### src/rtl/ysyx_23060240_ifu.sv
// Instruction fetch unit: owns the PC, keeps one instruction-memory read in flight,
// buffers the returned word for decode, and handles redirects and fetch faults.
module ysyx_23060240_ifu #(
  parameter logic [31:0] RESET_PC = 32'h8000_0000,
  parameter int          XLEN     = 32
) (
  input  logic            clk,
  input  logic            rst_n,
  output logic            imem_req_valid,
  input  logic            imem_req_ready,
  output logic [XLEN-1:0] imem_req_addr,
  input  logic            imem_rsp_valid,
  input  logic [XLEN-1:0] imem_rsp_data,
  input  logic            imem_rsp_err,
  output logic            inst_valid,
  input  logic            inst_ready,
  output logic [XLEN-1:0] inst,
  output logic [XLEN-1:0] inst_pc,
  input  logic            redirect_valid,
  input  logic [XLEN-1:0] redirect_pc,
  output logic            fetch_fault,
  output logic [XLEN-1:0] inst_cnt
);

  localparam logic [2:0] S_BOOT  = 3'd0;
  localparam logic [2:0] S_REQ   = 3'd1;
  localparam logic [2:0] S_WAIT  = 3'd2;
  localparam logic [2:0] S_HOLD  = 3'd3;
  localparam logic [2:0] S_FAULT = 3'd4;

  logic [2:0]      state;
  logic [XLEN-1:0] pc;
  logic            drop;
  logic            redir_mis;

  assign redir_mis      = redirect_valid && (redirect_pc[1:0] != 2'b00);
  assign imem_req_valid = (state == S_REQ);
  assign imem_req_addr  = pc;
  assign inst_valid     = (state == S_HOLD);
  assign fetch_fault    = (state == S_FAULT);

  always_ff @(posedge clk or negedge rst_n) begin
    if (!rst_n) begin
      state    <= S_BOOT;
      pc       <= RESET_PC;
      drop     <= 1'b0;
      inst     <= '0;
      inst_pc  <= '0;
      inst_cnt <= '0;
    end else if (state != S_FAULT && redir_mis) begin
      state <= S_FAULT;
    end else begin
      case (state)
        S_BOOT: begin
          if (redirect_valid) pc <= redirect_pc;
          state <= S_REQ;
        end
        S_REQ: begin
          if (redirect_valid) begin
            pc <= redirect_pc;
            // the old-PC request is already in flight; its response must be thrown away
            if (imem_req_ready) begin
              drop  <= 1'b1;
              state <= S_WAIT;
            end
          end else if (imem_req_ready) begin
            state <= S_WAIT;
          end
        end
        S_WAIT: begin
          if (redirect_valid) begin
            pc <= redirect_pc;
            if (imem_rsp_valid) begin
              drop  <= 1'b0;
              state <= S_REQ;
            end else begin
              drop <= 1'b1;
            end
          end else if (imem_rsp_valid) begin
            if (drop) begin
              drop  <= 1'b0;
              state <= S_REQ;
            end else if (imem_rsp_err) begin
              state <= S_FAULT;
            end else begin
              inst    <= imem_rsp_data;
              inst_pc <= pc;
              state   <= S_HOLD;
            end
          end
        end
        S_HOLD: begin
          // a redirect kills the buffered word even if decode is taking it
          if (redirect_valid) begin
            pc    <= redirect_pc;
            state <= S_REQ;
          end else if (inst_ready) begin
            pc       <= pc + 32'd4;
            inst_cnt <= inst_cnt + 32'd1;
            state    <= S_REQ;
          end
        end
        S_FAULT: state <= S_FAULT;
        default: state <= S_FAULT;
      endcase
    end
  end

endmodule

### config.mk
export PLATFORM = sky130hd
export DESIGN_NAME = ysyx_23060240_ifu
export DESIGN_NICKNAME = d
export VERILOG_FILES = /design/src/rtl/ysyx_23060240_ifu.sv
export SDC_FILE = /design/constraint.sdc
export NUM_CORES = 1
export LEC_CHECK = 0
export ABC_CLOCK_PERIOD_IN_PS = 2300
export CORE_MARGIN = 2
export CORE_UTILIZATION = 47
export DETAILED_ROUTE_END_ITERATION = 8
export GPL_TIMING_DRIVEN = 0
export PLACE_DENSITY = 0.87
export SYNTH_ARGS = -nofsm -noshare
export SYNTH_HDL_FRONTEND = slang
export SYNTH_SLANG_ARGS = --single-unit
### constraint.sdc
create_clock -name clk -period 2.3 [get_ports clk]
set_input_delay 0.345 -clock clk [delete_from_list [all_inputs] [get_ports clk]]
set_output_delay 0.345 -clock clk [all_outputs]
set_load 0.02 [all_outputs]
==> results of run 1 <==
-- state kept, by name, indices dropped and copies added, names as in the netlist --
signal	cells
inst_pc	32
inst_cnt	32
state	3
imem_req_addr	32
drop	1
inst	32
-- cells by family after synthesis --
logic type	count (synthesis)	synth area share, %
and+or+nand+nor	202	18.6
DFF	132	51.6
AOI/OAI and AO/OA	87	8.89
muxes	75	13.0
buffers and inverters	45	3.28
xor gates and xnor gates	31	4.24
adders and majority gates	2	0.391
-- cell usage after synthesis (14+ instances only) --
cell type  instances  area (µm²)
dfrtp_1          131        3280
mux2_2            64         721
nand2_1           39         146
nand3_1           31         155
buf_2             25         125
nor2_1            22        82.6
a21oi_1           21         105
xor2_1            18         158
o21ai_0           17        85.1
nor3_1            16        80.1
nor4_1            16         100
and4_1            14         123
nand4_1           14        87.6
-- how the worst min path moves through the flow --
stage	cells past startpoint	slack, ns	start	to
detailed placement	1	0.29	rst_n	inst_cnt[30]$_DFFE_PN0P_
CTS	2	0.24	redirect_valid	imem_req_addr[0]$_DFFE_PN0P_
floorplan	0	0.05	rst_n	drop$_DFFE_PN0P_
finish	2	0.25	redirect_valid	imem_req_addr[0]$_DFFE_PN0P_
global route	2	0.27	redirect_valid	imem_req_addr[0]$_DFFE_PN0P_
global placement	1	0.46	inst_cnt[31]$_DFFE_PN0P_	inst_cnt[31]$_DFFE_PN0P_
-- layer usage --
metal | GRT usage [%] | vias to the layer above | wire [µm] | share of wire, %
li1 | - | 2558 | - | -
met1 | 32.1 | 2764 | 7440 | 41
met2 | 42.8 | 321 | 9010 | 49
met3 | 6.42 | 31 | 1450 | 8.0
met4 | 9.01 | 0 | 306 | 1.7
met5 | 0 | - | 0 | 0
-- power by group through the flow --
stage	Sequential, mW	Clock, mW	Combinational (mW)
after floorplan	2.37	0	0.0241
after global placement	2.37	0	0.191
after detailed placement	2.36	0	0.202
after CTS	2.32	2.82	0.204
after global routing	2.32	2.93	0.221
final	2.32	2.76	0.201
-- area by class of cell --
| cell class | instances | area [µm²] |
|---|---|---|
| fill | 959 | 4030 |
| sequential | 132 | 3300 |
| multi-input combinational | 397 | 2890 |
| timing repair buffer | 201 | 2030 |
| clock buffer | 19 | 453 |
| tap | 176 | 220 |
| buffer | 38 | 184 |
| clock inverter | 13 | 155 |
| inverter | 7 | 26.3 |
-- through the flow --
step / util (%) / worst slack (ns) / hold WS, ns
after global placement: 64.8 / -4.17 / 0.461
after CTS: 69.7 / 0.0660 / 0.236
after detailed placement: 65.0 / -0.0877 / 0.289
after floorplan: - / 0.457 / 0.0494
final: 69.7 / 0.0595 / 0.254
after global routing: 69.7 / 0.0185 / 0.269
==> flow_summary.json, run 1 <==
{
  "run_status": "finished, final reports clean",
  "num_antenna_cells": 0,
  "drc": 0,
  "clock_path_buffers": 2,
  "fin_cells": 983,
  "grt.total_usage_pct": 25.5,
  "crit_chain": "inv_1 > nor3_1 > clkdlybuf4s50_1",
  "crit_required_ns": 1.96,
  "syn-instance-count": 574,
  "cts_made_buffers": 17,
  "clock_skew_ns": 0.00684,
  "p_leak_nw": 4.12,
  "grt_pass1_vias": 5720,
  "power.density_nw_per_um2": 571,
  "finalNetCount": 867,
  "final_common_cell": "clkdlybuf4s50_1",
  "reg2reg_depth": 5,
  "rsz0062_at_grt": "false",
  "p_switching_mw": 1.09,
  "drtPass1Iterations": 6,
  "end_kind": "output pin",
  "worst_pin_slew_ns": 0.604,
  "synth_ff_type": "dfrtp_1",
  "critPathArrivalTime_ns": 1.90,
  "drt-initial-drc-count": 411,
  "r2r_slack_ns": 0.19,
  "switching_share_pct": 20.6,
  "ys_warn_count": 0,
  "avgRoutedWirePerCell_um": 18.5,
  "cts_setup_buffers": 0,
  "slew_violations": 0,
  "max_freq_ghz": 0.446,
  "finalPower_mw": 5.29,
  "setup-tns-final_ns": 0,
  "p_comb_share_pct": 3.8,
  "syn_to_final_growth_pct": 44.6,
  "critPathTopFamily": "buffers and inverters",
  "syn-num-nets": 647,
  "antenna_found_initial": 0,
  "crit_end": "fetch_fault",
  "min_path_type": "in -> reg",
  "port_buffers": 199,
  "reg2reg_to": "imem_req_addr[30]$_DFFE_PN0P_",
  "io_pins": 202,
  "synth_cell_type_count": 57,
  "antenna_left": 0,
  "clk_pin_slew_ns": 0.06,
  "clock_latency_ns": 0.42,
  "cpPeakStageDelay_ns": 0.66,
  "dp_hpwl_um": 13200,
  "worstSetupStartpoint": "state[2]$_DFFE_PN0P_",
  "mostFrequentLayoutCells": "clkdlybuf4s50_1, dfrtp_1, mux2_2",
  "vias": 5674,
  "cts-root-buf": "clkbuf_16",
  "cts_resized": 0,
  "dieWidth_um": 121,
  "crit_path_max_fanout": 6,
  "criticalPathCategory": "reg -> out",
  "critPathLaunchType": "flop",
  "critPathBufInv": 2,
  "tritoncts": "done",
  "p_int_mw": 4.20,
  "fin_crit_sh_pct": 97.4,
  "grt-ovfl-total": 0,
  "slowest_stage": "clkdlybuf4s50_1",
  "die-area_um2": 14600,
  "ys_ff_latch": 132,
  "cts.sinks": 132,
  "crit_cells": 3,
  "cts-hold-fix-buffers": 1,
  "seq_power_share_pct": 43.9,
  "placedCellCount": 950,
  "grt_max_degree": 92,
  "die_h_um": 121,
  "synth_edf_count": 0,
  "routabilityCongestion": 0.922,
  "maxSlewHeadroom_pct": 59.4,
  "rows": 42,
  "fin_crit_ns": 2.24,
  "vias_per_cell": 5.77,
  "r2r_start": "imem_req_addr[2]$_DFFE_PN0P_",
  "grt_pass1_wl_um": 29100,
  "hold_viol": 0,
  "wl_um": 18200,
  "initial_utilization_pct": 48.2,
  "drive_above_1_share_pct": 17.5,
  "design_area_um2": 9260,
  "yosysSeqAreaShare_pct": 51.6,
  "maxCapViolCount": 0,
  "syn_area_um2": 6400,
  "synth.avg_cell_area_um2": 11.2,
  "placed_area_um2": 8640,
  "async_reset_ff_share_pct": 100,
  "setup_viol": 0,
  "htreeDepth": 4,
  "p_clk_share_pct": 52.2,
  "core_region_area_um2": 13300,
  "ir_worst_vdd_mv": 0.441
}
Note: power is estimated with default switching activity, not from simulation.
==> run 2: changes to the inputs <==
Settings changed: CAP_MARGIN set to 10, CTS_CLUSTER_SIZE set to 20.
==> results of run 2 <==
Same layout as run 1: the final DEF is identical, and so are final timing and power.
==> run 3: changes to the inputs <==
Settings changed: CORE_ASPECT_RATIO set to 1.5, PLACE_DENSITY 0.87 to 0.81.
==> run 3 against run 2 <==
Net effect:
- critical path depth did not move
- total power is 1.9% higher
- sequential power hardly changed
- first-iteration DRC count down 36%
- sequential share of layout area barely moved
- worst setup slack improved by 0.11 ns
- hold slack gained 0.024 ns
- via count shrank 0.78%
- largest power group unchanged
- highest routed layer unchanged
==> flow_summary.json, run 3 (same netlist as run 1, synthesis figures left out) <==
{
  "run_status": "finished, final reports clean",
  "p_leak_nw": 4.11,
  "crit_chain": "inv_1 > and3_1 > clkdlybuf4s50_1",
  "drive_above_1_share_pct": 17.3,
  "drt-initial-drc-count": 261,
  "tritoncts": "done",
  "rsz0062_at_grt": "false",
  "htreeDepth": 4,
  "crit_path_max_fanout": 6,
  "final_common_cell": "clkdlybuf4s50_1",
  "hold_viol": 0,
  "io_pins": 202,
  "criticalPathCategory": "reg -> out",
  "end_kind": "output pin",
  "wl_um": 19100,
  "cts_setup_buffers": 0,
  "design_area_um2": 9260,
  "avgRoutedWirePerCell_um": 19.8,
  "grt_max_degree": 80,
  "power.density_nw_per_um2": 582,
  "die_h_um": 147,
  "port_buffers": 199,
  "critPathTopFamily": "buffers and inverters",
  "drtPass1Iterations": 5,
  "mostFrequentLayoutCells": "clkdlybuf4s50_1, dfrtp_1, mux2_2",
  "min_path_type": "in -> reg",
  "setup_viol": 0,
  "critPathArrivalTime_ns": 1.78,
  "clock_latency_ns": 0.42,
  "syn_to_final_growth_pct": 44.6,
  "placed_area_um2": 8630,
  "cts_made_buffers": 17,
  "antenna_left": 0,
  "grt.busiest_layer": "met2",
  "n_fill_cell": 1027,
  "grt_pass1_vias": 5971,
  "die-area_um2": 14600,
  "fin_crit_ns": 2.13,
  "maxCapViolCount": 0,
  "clock_path_buffers": 2,
  "clk_pin_slew_ns": 0.06,
  "drc": 0,
  "finalNetCount": 867,
  "slew_violations": 0,
  "grt-ovfl-total": 0,
  "fin_util_pct": 69.1,
  "cts.sinks": 132,
  "core_region_area_um2": 13400,
  "max_freq_ghz": 0.470,
  "ir_worst_vdd_mv": 0.479,
  "cpPeakStageDelay_ns": 0.61,
  "use_met3_pct": 6.18,
  "maxSlewHeadroom_pct": 52.1,
  "num_antenna_cells": 0,
  "grt_pass1_wl_um": 30200,
  "grtUsageMet1_pct": 28.4,
  "slowest_stage": "clkdlybuf4s50_1",
  "critPathLaunchType": "flop",
  "crit_required_ns": 1.96,
  "clock_skew_ns": 0.00757,
  "dp_hpwl_um": 13900,
  "antenna_found_initial": 0,
  "grt.total_usage_pct": 26.2,
  "routabilityCongestion": 0.908,
  "use_met2_pct": 48.4,
  "fin_crit_sh_pct": 92.5,
  "critPathBufInv": 2,
  "initial_utilization_pct": 47.8,
  "vias_per_cell": 5.82,
  "setup-tns-final_ns": 0,
  "rows": 52,
  "cts-root-buf": "clkbuf_16",
  "vias": 5630,
  "dieWidth_um": 99.3,
  "worst_pin_slew_ns": 0.713
}
-- run 3: timing repair --
item | 4_1_cts | 5_1_grt
hold endpoints to repair | 53 | 0
hold buffers | 1 | 0
endpoints found under the setup margin | 0 | 2
gates resized for setup | 0 | 1
-- run 3: metrics by stage --
step	std cells	hold WS [ns]	setup slack [ns]	power (mW)
after detailed placement	936	0.331	-0.117	2.57
final	967	0.278	0.173	5.39
after CTS	967	0.267	0.0581	5.43
after floorplan	574	0.0494	0.457	2.39
after global placement	935	0.459	-4.21	2.56
after global routing	967	0.304	0.0522	5.56
-- run 3: path summary, 6_finish.rpt --
path,startpoint,cells after the start,slack (ns),endpoint
setup / recovery,state[2]$_DFFE_PN0P_,3,0.17,inst_valid
hold / removal,redirect_valid,2,0.28,imem_req_addr[1]$_DFFE_PN0P_
setup reg to reg,imem_req_addr[2]$_DFFE_PN0P_,5,0.21,imem_req_addr[30]$_DFFE_PN0P_
hold reg to reg,inst_cnt[31]$_DFFE_PN0P_,1,0.47,inst_cnt[31]$_DFFE_PN0P_
max in group asynchronous,rst_n,3,1.08,imem_req_addr[31]$_DFFE_PN1P_
min in group asynchronous,rst_n,2,0.44,imem_req_addr[13]$_DFFE_PN0P_
-- run 3: final cells by class --
class / instances / area (µm²) / share of cell area, %
Sequential cell: 132 / 3300 / 35.7
Multi-Input combinational cell: 397 / 2890 / 31.2
Timing Repair Buffer: 201 / 2030 / 22.0
Clock buffer: 18 / 439 / 4.74
Tap cell: 162 / 203 / 2.19
Buffer: 38 / 184 / 1.99
Clock inverter: 12 / 181 / 1.96
Inverter: 7 / 26.3 / 0.284
-- run 3: where the power goes --
group	internal (mW)	switching, mW	total (mW)
logic	0.120	0.0802	0.200
clock network	1.83	1.03	2.87
registers	2.32	0	2.32
total	4.28	1.11	5.39
-- run 3: metal layers --
layer | wire [µm] | vias to the layer above
li1 | - | 2550
met1 | 6820 | 2766
met2 | 10500 | 270
met3 | 1230 | 44
met4 | 588 | 0
met5 | 0 | -
-- run 3: worst reg2reg max path: cells and delay by family, from the launching register on --
kind                     cells  cell delay, ns
AND/OR/NAND/NOR              3            1.04
AO/OA/AOI/OAI                1            0.16
flip-flops                   1            0.51
adder cells (fa/ha/maj)      1            0.27
